**src/rtl/control_rw_flow.sv**
```systemverilog
// Read/write command sequencer between the serial front end and the memory array.
// Optional transfer watchdog: define TIMEOUT_EN to abort XFER states after TIMEOUT_CYCLES.
module control_rw_flow #(
    parameter int TIMEOUT_CYCLES = 64
) (
    input  logic Clk,
    input  logic Reset,
    input  logic RW,
    input  logic ValidCmd,
    input  logic Active,
    input  logic Mode,
    input  logic TransferDone,
    output logic AccessMem,
    output logic RWMem,
    output logic SampleData,
    output logic TransferData,
    output logic Busy
);

    typedef enum logic [2:0] {
        IDLE,
        RD_ACCESS,
        RD_SAMPLE,
        RD_XFER,
        WR_XFER,
        WR_ACCESS
    } state_t;

    state_t state;
    state_t state_next;
    logic   mode_q;
    logic   timeout;

    wire cmd_accept = (state == IDLE) && ValidCmd && Active;

    // Direction is carried by the path the FSM takes; only Mode is needed later.
    // NOTE: sequential state uses non-blocking assignments so every register
    // samples pre-edge values regardless of block ordering.
    always_ff @(posedge Clk or posedge Reset) begin
        if (Reset) begin
            mode_q <= 1'b0;
        end else if (cmd_accept) begin
            mode_q <= Mode;
        end
    end

`ifdef TIMEOUT_EN
    localparam int CNT_W = $clog2(TIMEOUT_CYCLES + 1);

    logic [CNT_W-1:0] xfer_cnt;
    wire in_xfer = (state == RD_XFER) || (state == WR_XFER);

    // Counts cycles already spent in the current XFER stay; zero on entry.
    always_ff @(posedge Clk or posedge Reset) begin
        if (Reset) begin
            xfer_cnt <= '0;
        end else if (in_xfer && (state_next == state)) begin
            xfer_cnt <= xfer_cnt + CNT_W'(1);
        end else begin
            xfer_cnt <= '0;
        end
    end

    assign timeout = in_xfer && (xfer_cnt == CNT_W'(TIMEOUT_CYCLES - 1));
`else
    assign timeout = 1'b0;
`endif

    always_ff @(posedge Clk or posedge Reset) begin
        if (Reset) begin
            state <= IDLE;
        end else begin
            state <= state_next;
        end
    end

    // NOTE: next state defaults to the current state first, so no path through
    // the case statement can leave it unassigned and infer a latch.
    always_comb begin
        state_next = state;
        unique case (state)
            IDLE: begin
                if (cmd_accept) begin
                    if (!RW)       state_next = RD_ACCESS;
                    else if (Mode) state_next = WR_XFER;
                    else           state_next = WR_ACCESS;
                end
            end
            RD_ACCESS: state_next = RD_SAMPLE;
            RD_SAMPLE: state_next = RD_XFER;
            RD_XFER: begin
                if (!mode_q || TransferDone || timeout) state_next = IDLE;
            end
            WR_XFER: begin
                if (TransferDone)  state_next = WR_ACCESS;
                else if (timeout)  state_next = IDLE;
            end
            WR_ACCESS: state_next = IDLE;
            default:   state_next = IDLE;
        endcase

        // Loss of Active overrides every other exit condition.
        if ((state != IDLE) && !Active) state_next = IDLE;
    end

    // Moore outputs: pure decode of the registered state.
    always_comb begin
        AccessMem    = 1'b0;
        RWMem        = 1'b0;
        SampleData   = 1'b0;
        TransferData = 1'b0;
        Busy         = (state != IDLE);
        unique case (state)
            RD_ACCESS: AccessMem = 1'b1;
            RD_SAMPLE: SampleData = 1'b1;
            RD_XFER,
            WR_XFER:   TransferData = 1'b1;
            WR_ACCESS: begin
                AccessMem = 1'b1;
                RWMem     = 1'b1;
            end
            default: ;
        endcase
    end

endmodule

```
**config.mk**
```make
export PLATFORM = sky130hd
export DESIGN_NAME = control_rw_flow
export DESIGN_NICKNAME = d
export VERILOG_FILES = /design/src/rtl/control_rw_flow.sv
export SDC_FILE = /design/constraint.sdc
export NUM_CORES = 1
export LEC_CHECK = 0
export BUFFER_PORTS_ARGS = -buffer_cell sky130_fd_sc_hd__buf_4
export CORE_AREA = 5 5 42 44
export CTS_CLUSTER_DIAMETER = 60
export CTS_CLUSTER_SIZE = 28
export DETAILED_ROUTE_END_ITERATION = 16
export DIE_AREA = 0 0 47 49
export SYNTH_ARGS = -nofsm -noshare
export SYNTH_HDL_FRONTEND = slang
export SYNTH_SLANG_ARGS = --single-unit
```
**constraint.sdc**
```tcl
create_clock -name Clk -period 2 [get_ports Clk]
set_input_delay 0.3 -clock Clk [delete_from_list [all_inputs] [get_ports Clk]]
set_output_delay 0.3 -clock Clk [all_outputs]
set_load 0.02 [all_outputs]
```
# After elaboration in Yosys (flattened, before gate mapping)
# Index checks and enable logic that the tools add are counted.
dict set report word_totals {
  register_bits 4
  in_bits 7
  output_inout_bits 5
}
dict set report op_classes {
  eq_ne 8
  muxes 11
  reduce_logical 11
}
# operator n
set op_table {}
lappend op_table {{$mux 3} 5}
lappend op_table {{$pmux 3 s5} 1}
lappend op_table {{$eq 3x2->1 const B} 2}
lappend op_table {{$eq 3x3->1 const B} 2}
lappend op_table {{$ne 3x3->1 const B} 2}
lappend op_table {{$mux 1} 5}
lappend op_table {{$reduce_or 2->1} 2}
lappend op_table {{$eq 3x1->1 const B} 1}
lappend op_table {{$logic_and 1x1->1} 3}
lappend op_table {{$logic_not 3->1} 1}
lappend op_table {{$ne 3x2->1 const B} 1}
lappend op_table {{$reduce_and 3->1} 1}
lappend op_table {{$reduce_bool 3->1} 1}
lappend op_table {{$logic_not 1->1} 2}
lappend op_table {{$logic_or 1x1->1} 1}

# Longest topological paths before layout
# Gate-level depths: netlist of the first run.
dict set report logic_depth {
  depth_word 6
  depth_mapped 5
  ltp_nobuf 4
}

# Worst setup path before layout of the first run
# OpenSTA, ideal clock, no wires.
dict set report synth_path {
  path_kind {register to register}
  start {register state[1]}
  end {register mode_q}
  arrival_ns 1.332
  path_slack_ns 0.543
  stages_incl_launch_ff 6
  n_path_buf 1
  synth_period_minus_slack_ns 1.457
  cell_sequence {dfrtp_1 buf_2 nor3_1 inv_1 nor2_1 mux2_2}
}
dict set report synth_via {
  elab_chain_len 3
}
# element line
set synth_rtl {}
lappend synth_rtl {{from (decl)} 29} ;# state_t state;
lappend synth_rtl {{from (signal assigned)} 73} ;# state <= state_next;
lappend synth_rtl {{$logic_not 3->1} 34} ;# wire cmd_accept = (state == IDLE) && ValidCmd && Active;
lappend synth_rtl {{$logic_and 1x1->1 (2 in a row)} 34}
lappend synth_rtl {{to (signal assigned)} 43} ;# mode_q <= Mode;
lappend synth_rtl {{to (decl)} 31} ;# logic mode_q;
# Every way passes these cells.
# A chain may end at the register's enable or synchronous reset.

# Worst setup path in the final report of the first run
dict set report layout_path {
  start {register state[1]}
  end {output port TransferData}
}
dict set report layout_via {
  elab_chain_len 3
  elab_cells_between_ends 4
  cone_classes {eq/ne (2); mux (1); reduce/logical (1)}
}
# element line
set layout_rtl {}
lappend layout_rtl {{$eq 3x3->1 or $eq 3x2->1 (tied branches)} 113} ;# unique case (state)
lappend layout_rtl {{$reduce_or 2->1 *} 113}
lappend layout_rtl {{$mux 1 *} 113}
lappend layout_rtl {{to (decl)} 16} ;# output logic TransferData,
# Every way passes the cells marked *; elsewhere a longest branch is shown, timed or not.

==> metrics.txt, run 1 <==
status finished clean; via count slightly above 300; min-delay src Mode; Crit. Startpoint state[1]$_DFFE_PP0P_; CP startpoint kind flip-flop; antenna violations before repair 0; Crit path arrival time 1.35 ns; final slew viol count 0; worst vdd ir 0.000361 V; LEAKAGE between 0.15 and 0.2 nW; IO Port Bufs 11; Mapped Area 295 sq um; most common cell after layout, fill and taps aside buf_4; first-pass GRT wire length 1.09 mm; top layer in use met3; clock buffer depth 2; routed wire length 666 microns; initial core utilization 0.211; Die W approximately 47 microns; Overall Power 0.513 mW; met3 WL 73 microns; die height 49 microns; CTS tree built; Slew headroom 0.792; Hold Path Class in2reg; Critical Path RT 1.70 ns; # placed instances about 60; final worst slack roughly 0.35 ns; # setup viols final 0; Ant. Diodes 0; DP HPWL 520 microns; Core ar. 1400 sq um; Final GP Congestion 0.691; root buf cell clkbuf_4; WL met1 295 microns; flop and latch count out of synthesis 4; Setup TNS 0 ns; Reg clk slew, reported paths 0.04 ns; post_cts resized 0; # Max-Cap Violations 0; crit path time final 1.65 ns; Synth area leaders dfrtp_1 (34%), nand3_1 (5.1%), nor3b_1 (5.1%); IO Pins 12; final-stage net count 58; Avg Vias per Cell between 4 and 5; H-tree depth 1; critical path class reg2out; pre-CTS setup slack 0.531 ns; largest net degree at the start of global routing 12; CTS Hold Bufs 1; commonest non-fill, non-tap cells in the layout buf_4 (11), dfrtp_1 (4); Post-Synth Simple-Gate Area 0.356; # DRC 0; crit-path max FO 11; max frequency 607 MHz; vias in the first global route 263; worst-margin pin slew 0.311 ns; Mapped Avg Cell Area 8.20 sq um; Post-CTS Setup Bufs 0; synthesized-area fraction occupied by adder cells 0; number of buffers created by CTS 3; Congestion Overflow GR 0; unrepaired setup endpoints after global routing false; drt wl/cell 10.2 microns; Post-DRT Antenna Nets 0; Yosys top cell area share 0.339; Final Skew about 0.00022 ns; Post-Syn Instances 36; Area Growth Syn to Fin 42.4%; Synth Net Count 43; First-pass DRT Iterations 4; largest family of logic cells by synthesized area simple AND/OR/NAND/NOR gates; post-synthesis mux area share 0.0381; Synth Area in XOR/XNOR 0; number of library cell types mapped by synthesis 21; Fillers 155; compound-gate portion of the synthesized area 0.195; pwr/cell area 1220 nW/um^2; total die area 2300 sq um; R2R Path Start state[1]$_DFFE_PP0P_; Sink Count 4; share of layout cells above drive strength 1 0.367; Clk Latency, worst-skew pair 0.23 ns; starting DRC count in detailed routing 3; sequential cell area fraction in the yosys report 0.339; Non-Filler Instances 65; worst hold slack 0.316 ns; Tcrit/Tclk final 0.824; CP endpoint kind primary output; total track usage 0.0678; total of warnings raised by yosys 0; Final Hold Viols 0; area leader, netlist dfrtp_1; Rows 14; metal2 WL 297 microns
[report_power, final]
group	internal [mW]	total, mW	leakage [nW]	switching [mW]
logic	0.125	0.250	0.126	0.125
clock network	0.0670	0.0976	0.0138	0.0306
registers	0.111	0.166	0.0515	0.0542
[cell type report]
cell class / instances / area [sq um] / share of cell area
tap: 16 / 20.0 / 0.0476
clock buffer: 3 / 22.5 / 0.0536
timing repair buffer: 12 / 92.6 / 0.220
multi-input combinational: 27 / 174 / 0.414
sequential: 4 / 100 / 0.238
inverter: 3 / 11.3 / 0.0268
[registers in the layout, summed over array words and instances, names as in the netlist]
signal,count
state,3
mode_q,1
[per-layer routing]
metal | global-route usage | up-vias
met5 | 0 | -
met4 | 0.0415 | 0
met3 | 0.0517 | 0
met2 | 0.0860 | 13
met1 | 0.0778 | 140
li1 | - | 154
[logic make-up (layout without fill, tap and decap cells)]
group	count (synthesis)	count (layout)
AND/OR/NAND/NOR	18	18
flip-flops	4	4
multiplexers	1	1
AO/OA/AOI/OAI	8	8
buffers and inverters	5	18
[through the flow]
stage               cell area [sq um]  utilization
finish                            420        0.300
global route                      420        0.300
CTS                               420        0.300
detailed placement                388        0.277
global placement                  388        0.277
floorplan                         295            -
[critical path, cell delays in order, from the launching register on]
cell and delay (ns):
dfrtp_1 0.47, or3b_1 0.44, nand2_1 0.07, buf_4 0.13
[path summary, 6_finish.rpt]
| check | end | slack, ns | depth (start not counted) |
|---|---|---|---|
| setup / recovery | TransferData | 0.35 | 3 |
| hold / removal | mode_q$_DFFE_PP0P_ | 0.32 | 2 |
| setup reg to reg | state[2]$_DFFE_PP0P_ | 0.52 | 4 |
| hold reg to reg | mode_q$_DFFE_PP0P_ | 0.51 | 1 |
| max in group asynchronous | state[0]$_DFFE_PP0P_ | 1.35 | 3 |
| min in group asynchronous | state[2]$_DFFE_PP0P_ | 0.51 | 3 |
[cells in the mapped netlist, drive strengths merged]
library cell,instances
mux2,1
a21oi,3
or3b,1
and2,1
dfrtp,4
nor3,1
nand3b,1
nor2,2
nand3,3
buf,2
a221o,1
inv,3
nor2b,2
nand4b,1
nand2b,1
a311o,1
nand2,3
nor3b,2
o21ai,3
(Power assumes the default switching activity.)
==> run 2: changes to the inputs <==
==> constraint.sdc (replaced) <==
create_clock -name Clk -period 1.66 [get_ports Clk]
set_input_delay 0.249 -clock Clk [delete_from_list [all_inputs] [get_ports Clk]]
set_output_delay 0.249 -clock Clk [all_outputs]
set_load 0.02 [all_outputs]
==> metrics.txt, run 2 (same netlist as run 1, synthesis figures left out) <==
status finished clean; pwr/cell area 1490 nW/um^2; Hold Path Class in2reg; top flop regs state x3, mode_q x1; DP HPWL 547 microns; die height 49 microns; Congestion Overflow GR 0; FF-to-FF End state[2]$_DFFE_PP0P_; most common cell after layout, fill and taps aside buf_4; # Max-Cap Violations 0; vias in the first global route 265; Reg clk slew, reported paths 0.04 ns; unrepaired setup endpoints after global routing false; # setup viols final 0; number of buffers created by CTS 3; via count 300; IO Pins 12; first-pass GRT wire length 1.05 mm; Clk Latency, worst-skew pair 0.23 ns; max FFs per register 3; starting DRC count in detailed routing 8; # placed instances 62; Final Hold Viols 0; cell count of the worst reg-to-reg path 4; Critical Path RT 1.41 ns; Rows 14; final-stage net count 59; First-pass DRT Iterations 4; post-route cell area 428 sq um; Area Growth Syn to Fin 44.9%; pre-CTS setup slack roughly 0.18 ns; total track usage 0.0642; worst setup path endpoint TransferData; drt wl/cell around 10 microns; commonest non-fill, non-tap cells in the layout buf_4 (12), dfrtp_1 (4); Post-DRT Antenna Nets 0; final worst slack a little over 0.06 ns; slowest stage delay, CP between 0.4 and 0.5 ns; root buf cell clkbuf_4; H-tree depth 1; Post-CTS Setup Bufs 0; worst-margin pin slew 0.280 ns; slowest stage cell on the critical path dfrtp_1; Core ar. 1400 sq um; max frequency 626 MHz; IO Port Bufs 11; Crit path arrival time 1.35 ns; Die W 47 microns; Slew headroom 0.814; flop2flop setup slack around 0.18 ns; CP startpoint kind flip-flop; Post-DP Area 395 sq um; Tcrit/Tclk final 0.963; critical-path cell list or3b_1 > nand2_1 > buf_4; # DRC 0; Non-Filler Instances between 60 and 70; largest net degree at the start of global routing 12; critical path class reg2out; antenna violations before repair 0; routed wire length 687 microns; CP endpoint kind primary output; crit-path max FO 11; LEAKAGE 0.196 nW; total die area 2300 sq um; crit path time final 1.60 ns; worst vdd ir approximately 0.00046 V; Overall Power 0.637 mW; Setup TNS 0 ns; R2R Path Start state[1]$_DFFE_PP0P_; CTS tree built; initial core utilization 0.211; Final Util 0.305; Final Skew around 0.0041 ns; Sink Count 4; Avg Vias per Cell 4.55; Crit. Startpoint state[1]$_DFFE_PP0P_; share of layout cells above drive strength 1 0.380; Final GP Congestion 0.714; Top reg by flops state; Ant. Diodes 0; worst hold slack approximately 0.27 ns; clock buffer depth 2; final slew viol count 0
[run 2: cell types whose count changed in the layout (fill, tap and decap cells not counted)]
cell,previous run,this run
buf_4,11,12
[run 2: how the worst min path moves through the flow]
stage	from	end	depth (start not counted)
after floorplan	Reset	mode_q$_DFFE_PP0P_	1
after global placement	Reset	state[0]$_DFFE_PP0P_	2
after detailed placement	Reset	state[2]$_DFFE_PP0P_	2
after CTS	Mode	mode_q$_DFFE_PP0P_	2
after global routing	Mode	mode_q$_DFFE_PP0P_	2
final	Mode	mode_q$_DFFE_PP0P_	2
[run 2: report_power, final]
group / internal (mW) / switching, mW / total (mW) / leakage, nW
Sequential: 0.135 / 0.0465 / 0.181 / 0.0515
Combinational: 0.163 / 0.174 / 0.338 / 0.131
Clock: 0.0807 / 0.0373 / 0.118 / 0.0138
[run 2: cell type report]
class | count | area (sq um)
Clock buffer | 3 | 22.5
Inverter | 3 | 11.3
Multi-Input combinational cell | 27 | 174
Timing Repair Buffer | 13 | 100
Sequential cell | 4 | 100
Fill cell | 167 | 973
Tap cell | 16 | 20.0
[run 2: routing by layer]
layer | vias to the layer above | routed length [microns] | GRT usage
li1 | 155 | - | -
met1 | 131 | 309 | 0.0752
met2 | 14 | 309 | 0.0882
met3 | 0 | 68 | 0.0554
met4 | 0 | 0 | 0.0138
met5 | - | 0 | 0
[run 2: what timing repair did]
item | in CTS | in global routing
hold buffers | 1 | 0
endpoints found under the hold margin | 4 | 0
resized for setup | 0 | 0
[run 2: critical path: cells and delay by family (launching register included)]
| family | cells | cell delay [ns] |
|---|---|---|
| and+or+nand+nor | 2 | 0.52 |
| DFF | 1 | 0.47 |
| buffers and inverters | 1 | 0.13 |
